### config.mk
export PLATFORM = sky130hd
export DESIGN_NAME = mem_nr1w_sync
export DESIGN_NICKNAME = d
export VERILOG_FILES = /design/src/rtl/mem_pkg.sv /design/src/rtl/mem_nr1w_sync_read_port.sv /design/src/rtl/mem_nr1w_sync.sv
export SDC_FILE = /design/constraint.sdc
export NUM_CORES = 1
export LEC_CHECK = 0
export ABC_AREA = 1
export CAP_MARGIN = 20
export CORE_UTILIZATION = 45
export CTS_CLUSTER_DIAMETER = 40
export CTS_CLUSTER_SIZE = 14
export DETAILED_ROUTE_END_ITERATION = 7
export HOLD_SLACK_MARGIN = 0.1
export PLACE_DENSITY_LB_ADDON = 0.08
export SYNTH_ARGS = -nofsm -noshare
export SYNTH_HDL_FRONTEND = slang
export SYNTH_HIERARCHICAL = 1
export SYNTH_SLANG_ARGS = --single-unit
### constraint.sdc
create_clock -name clk -period 3.9 [get_ports clk]
set_clock_uncertainty 0.2 [all_clocks]
set_input_delay 0.78 -clock clk [delete_from_list [all_inputs] [get_ports clk]]
set_output_delay 0.78 -clock clk [all_outputs]
set_load 0.01 [all_outputs]
### src/rtl/mem_pkg.sv
// Shared types and helpers for the N-read / 1-write synchronous memory.
// Helpers work on MEM_MAX_W-bit padded words so any legal geometry can use them.
package mem_pkg;

  localparam int MEM_MAX_W = 256;

  typedef enum logic {
    INIT  = 1'b0,
    READY = 1'b1
  } mem_state_e;

  // Strobed bytes take new_w, the rest keep old_w.
  function automatic logic [MEM_MAX_W-1:0] byte_merge(
    input logic [MEM_MAX_W-1:0] old_w,
    input logic [MEM_MAX_W-1:0] new_w,
    input logic [MEM_MAX_W-1:0] strb,
    input int                   byte_w
  );
    logic [MEM_MAX_W-1:0] r;
    for (int b = 0; b < MEM_MAX_W; b++) begin
      r[b] = strb[b / byte_w] ? new_w[b] : old_w[b];
    end
    return r;
  endfunction

  // Even parity per byte: bit k is the XOR of byte k.
  function automatic logic [MEM_MAX_W-1:0] parity_gen(
    input logic [MEM_MAX_W-1:0] word,
    input int                   byte_w
  );
    logic [MEM_MAX_W-1:0] p;
    p = '0;
    for (int b = 0; b < MEM_MAX_W; b++) begin
      p[b / byte_w] = p[b / byte_w] ^ word[b];
    end
    return p;
  endfunction

endpackage

### src/rtl/mem_nr1w_sync_read_port.sv
// One read port: write-first bypass, range check, 1- or 2-stage pipeline, parity check.
// Parity checking is present only when MEM_PARITY_EN is defined.
module mem_read_port
  import mem_pkg::*;
#(
  parameter int p_num_entries  = 16,
  parameter int p_bit_width    = 32,
  parameter int p_byte_width   = 8,
  parameter int p_read_latency = 1,
  parameter int p_addr_width   = 4,
  parameter int p_strb_width   = 4
) (
  input  logic                    clk,
  input  logic                    reset,
  input  logic                    rd_fire,
  input  logic [p_addr_width-1:0] rd_addr,
  input  logic [p_bit_width-1:0]  mem_word,
  input  logic [p_strb_width-1:0] mem_par,
  input  logic                    wr_fire,
  input  logic [p_addr_width-1:0] wr_addr,
  input  logic [p_bit_width-1:0]  wr_word,
  input  logic [p_strb_width-1:0] wr_par,
  output logic                    rd_valid,
  output logic [p_bit_width-1:0]  rd_data,
  output logic                    rd_err
);

  localparam logic [p_addr_width:0] NUM_ENT = (p_addr_width+1)'(p_num_entries);

  logic                    in_range;
  logic                    hit;
  logic [p_bit_width-1:0]  word_s;
  logic [p_strb_width-1:0] par_s;
  logic                    err_s;

  // wr_word is already the merged word, so a hit returns new strobed bytes and old others.
  always_comb begin
    in_range = ({1'b0, rd_addr} < NUM_ENT);
    hit      = wr_fire && (wr_addr == rd_addr);
    word_s   = hit ? wr_word : mem_word;
    par_s    = hit ? wr_par  : mem_par;
    if (!in_range) begin
      word_s = '0;
      par_s  = '0;
    end
  end

`ifdef MEM_PARITY_EN
  logic [MEM_MAX_W-1:0] word_pad;
  logic [MEM_MAX_W-1:0] par_pad;
  always_comb begin
    word_pad = '0;
    word_pad[p_bit_width-1:0] = word_s;
    par_pad = '0;
    par_pad[p_strb_width-1:0] = par_s;
    err_s = in_range && (parity_gen(word_pad, p_byte_width) != par_pad);
  end
`else
  logic unused_par;
  assign unused_par = ^{par_s, in_range};
  assign err_s = 1'b0;
`endif

  logic                   v1, e1;
  logic [p_bit_width-1:0] d1;

  always_ff @(posedge clk or posedge reset) begin
    if (reset) begin
      v1 <= 1'b0;
      d1 <= '0;
      e1 <= 1'b0;
    end else begin
      v1 <= rd_fire;
      if (rd_fire) begin
        d1 <= word_s;
        e1 <= err_s;
      end
    end
  end

  if (p_read_latency == 2) begin : g_lat2
    logic                   v2, e2;
    logic [p_bit_width-1:0] d2;
    always_ff @(posedge clk or posedge reset) begin
      if (reset) begin
        v2 <= 1'b0;
        d2 <= '0;
        e2 <= 1'b0;
      end else begin
        v2 <= v1;
        if (v1) begin
          d2 <= d1;
          e2 <= e1;
        end
      end
    end
    assign rd_valid = v2;
    assign rd_data  = d2;
    assign rd_err   = v2 & e2;
  end else begin : g_lat1
    assign rd_valid = v1;
    assign rd_data  = d1;
    assign rd_err   = v1 & e1;
  end

endmodule

### src/rtl/mem_nr1w_sync.sv
// N-read / 1-write synchronous memory with byte strobes and a post-reset clear sequencer.
// Define MEM_PARITY_EN to store and check per-byte even parity.
module mem_nr1w_sync
  import mem_pkg::*;
#(
  parameter int p_num_entries  = 16,
  parameter int p_bit_width    = 32,
  parameter int p_byte_width   = 8,
  parameter int p_num_rd_ports = 2,
  parameter int p_read_latency = 1,
  parameter int p_addr_width   = $clog2(p_num_entries),
  parameter int p_strb_width   = p_bit_width / p_byte_width
) (
  input  logic                                          clk,
  input  logic                                          reset,
  output logic                                          init_busy,
  input  logic                                          write_en,
  input  logic [p_addr_width-1:0]                       write_addr,
  input  logic [p_strb_width-1:0]                       write_strb,
  input  logic [p_bit_width-1:0]                        write_data,
  input  logic                                          err_inject,
  input  logic [p_num_rd_ports-1:0]                     read_en,
  input  logic [p_num_rd_ports-1:0][p_addr_width-1:0]   read_addr,
  output logic [p_num_rd_ports-1:0]                     read_valid,
  output logic [p_num_rd_ports-1:0][p_bit_width-1:0]    read_data,
  output logic [p_num_rd_ports-1:0]                     read_err
);

  localparam logic [p_addr_width:0]   NUM_ENT = (p_addr_width+1)'(p_num_entries);
  localparam logic [p_addr_width-1:0] LAST    = p_addr_width'(p_num_entries - 1);

  mem_state_e              state_q, state_d;
  logic [p_addr_width-1:0] ptr_q, ptr_d;

  always_ff @(posedge clk or posedge reset) begin
    if (reset) begin
      state_q <= INIT;
      ptr_q   <= '0;
    end else begin
      state_q <= state_d;
      ptr_q   <= ptr_d;
    end
  end

  always_comb begin
    state_d = state_q;
    ptr_d   = ptr_q;
    case (state_q)
      INIT: begin
        ptr_d = ptr_q + 1'b1;
        if (ptr_q == LAST) begin
          state_d = READY;
          ptr_d   = '0;
        end
      end
      default: ;
    endcase
  end

  assign init_busy = (state_q == INIT);

  logic [p_bit_width-1:0]  mem [p_num_entries];
  logic                    wr_fire;
  logic [p_bit_width-1:0]  wr_word;
  logic [p_strb_width-1:0] wr_par;
  logic [MEM_MAX_W-1:0]    old_pad, new_pad, strb_pad, merge_full;
  logic                    unused_merge_hi;

  always_comb begin
    wr_fire  = (state_q == READY) && write_en && ({1'b0, write_addr} < NUM_ENT);
    old_pad  = '0;
    new_pad  = '0;
    strb_pad = '0;
    if (wr_fire) old_pad[p_bit_width-1:0] = mem[write_addr];
    new_pad[p_bit_width-1:0]   = write_data;
    strb_pad[p_strb_width-1:0] = write_strb;
    merge_full = byte_merge(old_pad, new_pad, strb_pad, p_byte_width);
    wr_word    = merge_full[p_bit_width-1:0];
  end

  assign unused_merge_hi = ^merge_full[MEM_MAX_W-1:p_bit_width];

  // The clear sequence owns the write port until it finishes.
  always_ff @(posedge clk) begin
    if (init_busy) mem[ptr_q] <= '0;
    else if (wr_fire) mem[write_addr] <= wr_word;
  end

  logic [p_strb_width-1:0] rd_par [p_num_rd_ports];

`ifdef MEM_PARITY_EN
  logic [p_strb_width-1:0] par_mem [p_num_entries];
  logic [p_strb_width-1:0] old_par;
  logic [MEM_MAX_W-1:0]    par_full;
  logic                    unused_par_hi;

  // Unstrobed bytes keep their stored parity, including a previously injected error.
  always_comb begin
    old_par  = wr_fire ? par_mem[write_addr] : '0;
    par_full = parity_gen(merge_full, p_byte_width);
    for (int k = 0; k < p_strb_width; k++) begin
      wr_par[k] = write_strb[k] ? par_full[k] : old_par[k];
    end
    wr_par[0] = wr_par[0] ^ err_inject;
  end

  assign unused_par_hi = ^par_full[MEM_MAX_W-1:p_strb_width];

  always_ff @(posedge clk) begin
    if (init_busy) par_mem[ptr_q] <= '0;
    else if (wr_fire) par_mem[write_addr] <= wr_par;
  end

  for (genvar i = 0; i < p_num_rd_ports; i++) begin : g_rpar
    assign rd_par[i] = par_mem[read_addr[i]];
  end
`else
  logic unused_inject;
  assign unused_inject = err_inject;
  assign wr_par = '0;
  for (genvar i = 0; i < p_num_rd_ports; i++) begin : g_rpar
    assign rd_par[i] = '0;
  end
`endif

  for (genvar i = 0; i < p_num_rd_ports; i++) begin : g_rd
    mem_read_port #(
      .p_num_entries (p_num_entries),
      .p_bit_width   (p_bit_width),
      .p_byte_width  (p_byte_width),
      .p_read_latency(p_read_latency),
      .p_addr_width  (p_addr_width),
      .p_strb_width  (p_strb_width)
    ) u_port (
      .clk     (clk),
      .reset   (reset),
      .rd_fire ((state_q == READY) && read_en[i]),
      .rd_addr (read_addr[i]),
      .mem_word(mem[read_addr[i]]),
      .mem_par (rd_par[i]),
      .wr_fire (wr_fire),
      .wr_addr (write_addr),
      .wr_word (wr_word),
      .wr_par  (wr_par),
      .rd_valid(read_valid[i]),
      .rd_data (read_data[i]),
      .rd_err  (read_err[i])
    );
  end

endmodule

==> impl_metrics.csv <==
group,metric,value,unit
run_status,status,"completed",
logic_synthesis,avgSynthCellArea,7.77,sq um
logic_synthesis,synthesis.nets,4673,
worst_setup_path,crit_chain,"clkdlybuf4s50_1, nand2_2, inv_1, or2_2, o21ai_0, nand3_1, nor2_4, buf_4",
finish,stdcell_area,0.0423,sq mm
worst_setup_path,setup.worst_path.class,"in2reg",
cts,cts_made_buffers,112,
cts,holdBufCountCts,0,
finish,fillers,7488,
timing,hold_viol,0,
worst_setup_path,slowest_stage,"clkdlybuf4s50_1",
worst_setup_path,critPathLaunchType,"input pin",
grt,grt_pass1_vias,31300,
timing,drv_slew,0,
worst_setup_path,cp_num_cells,8,
min_path,hold_class,"in2async",
worst_setup_path,cp-end-kind,"flop",
power,p_leak,0.0181,uW
cts,cts_resized,0,
die,pin_count,123,
power,vdd_drop_max,379,uV
timing,timing.final.crit_share,77.3,%
worst_setup_path,timing.rr.start,"state_q",
worst_setup_path,crit_fanout,16,
routing,post_drt_wl_per_cell,23.7,um
grt,grt.overflow.total,0,
timing,rsz0062_at_grt,"no",
routing,ant_nets,0,
finish,antennaDiodeCount,0,
die,dieWidth,284,um
finish,layout-drive-gt1-share,8.76,%
cts,cts_tree,"done",
worst_setup_path,reg2reg_setup_slack,1.01,ns
routing,top_layer_used,"met5",
logic_synthesis,netlist_area,0.0359,sq mm
place,globalplace.congestion,0.871,
routing,wirelength,137,mm
finish,multi_input_area,0.0146,sq mm
place,dp_hpwl,80.1,mm
die,die_h,284,um
worst_setup_path,critPathRequiredTime,4.01,ns
worst_setup_path,arrival,3.13,ns
routing,drt-met1-wl,56.0,mm
routing,drc,0,
grt,globalRouteTotalUtil,33.6,%
finish,area_growth,18.0,%
routing,met3_length,14.5,mm
worst_setup_path,slowest_delay,0.44,ns
power,p_per_area,467,mW/mm^2
grt,grt_pass1_wl,202,mm
cts,clkLatencyLatePin,0.67,ns
routing,met2WireLength,59.8,mm
finish,final_cell_mix,"nand2_1 (1163), nand3_1 (696), inv_1 (598)",
die,rows,103,
die,core,0.0789,sq mm
timing,setup_viol,0,
cts,cts-root-buf,"clkbuf_16",
grt,antenna_found_initial,3,
worst_setup_path,cpLargestDelayFamily,"simple AND/OR/NAND/NOR gates",
timing,tightest_slew,1.10,ns
place,dpl_cell_area,0.0383,sq mm
worst_setup_path,r2r-end,"mem[7][23]",
die,start_util,45.5,%
timing,min_period,3.02,ns
cts,cts.sinks,583,
finish,layout_commonest_cell,"nand2_1",
routing,first_iter_violations,3956,
routing,viasPerCell,5.85,
timing,slew-limit-headroom,26.6,%
worst_setup_path,worst-path-buf-inv,3,
timing,setup-tns-final,0,ns
timing,max_freq,332,MHz
cts,cts.clk_slew.worst_paths,0.05,ns
place,io_buffers,119,
cts,cts.path.max_buffers,3,
finish,ff_latch_area,0.0172,sq mm
finish,nets,4703,
cts,htree_levels,3,
die,dieArea,0.0808,sq mm
cts,postCtsSetupBuffers,0,
logic_synthesis,synth_cells,4618,
power,finalPower,19800,uW
logic_synthesis,yosysWarnings,6,
flow_run,max-cap-violations,0,
routing,via_count,33900,
grt,grt_max_degree,121,
routing,dr.pass1.iters,8,
worst_setup_path,reg2reg_depth,7,
## through the flow
stage	utilization [%]	hold slack (ns)	setup slack, ns	instances
3_5_place_dp	48.6	0.265	0.162	5576
6_report	53.7	0.221	0.884	5798
4_1_cts	53.6	0.196	0.885	5790
3_3_place_gp	48.6	0.263	0.243	5576
5_1_grt	53.7	0.252	0.785	5798
2_1_floorplan	-	0.273	0.273	4618
## state kept, by name (all words and copies together), names as in the netlist
name	cells
g_rd.u_port/rd_data	64
g_rd.u_port/rd_valid	2
state_q	1
ptr_q	4
mem	512
## area by class of cell
type | count | area share, %
Timing Repair Buffer | 280 | 7.12
Multi-Input combinational cell | 3058 | 34.5
Clock inverter | 84 | 2.40
Tap cell | 1050 | 3.10
Clock buffer | 130 | 6.90
Inverter | 613 | 5.46
Sequential cell | 583 | 40.5
## how the worst max path moves through the flow
stage	from	endpoint	slack [ns]
2_1_floorplan	write_addr[1]	mem[0][0]	0.27
3_3_place_gp	write_en	mem[7][27]	0.24
3_5_place_dp	write_en	mem[0][6]	0.16
4_1_cts	write_en	mem[6][6]	0.89
5_1_grt	write_en	mem[6][26]	0.78
6_report	write_en	mem[7][23]	0.88
## power breakdown
| group | total, uW | switching [uW] | leakage [uW] | internal (uW) |
|---|---|---|---|---|
| combinational | 2650 | 1800 | 0.0106 | 850 |
| clock | 10000 | 3510 | 0.00188 | 6530 |
| sequential | 7090 | 93.1 | 0.00564 | 7000 |
## per-layer routing
metal  global-route usage [%]  up-vias
met2                     51.1     1951
met4                     16.8        2
met5                        0        -
li1                         -    15700
met3                     6.25      395
met1                     45.8    15900
## worst reg2reg max path: stages (launching register included)
cell and delay (ns):
dfrtp_1 0.43, nand2_2 0.27, inv_1 0.15, or2_2 0.29, o21ai_0 0.13, nand3_1 0.37, nor2_4 0.24, buf_4 0.44
Note: power is estimated with default switching activity, not from simulation.
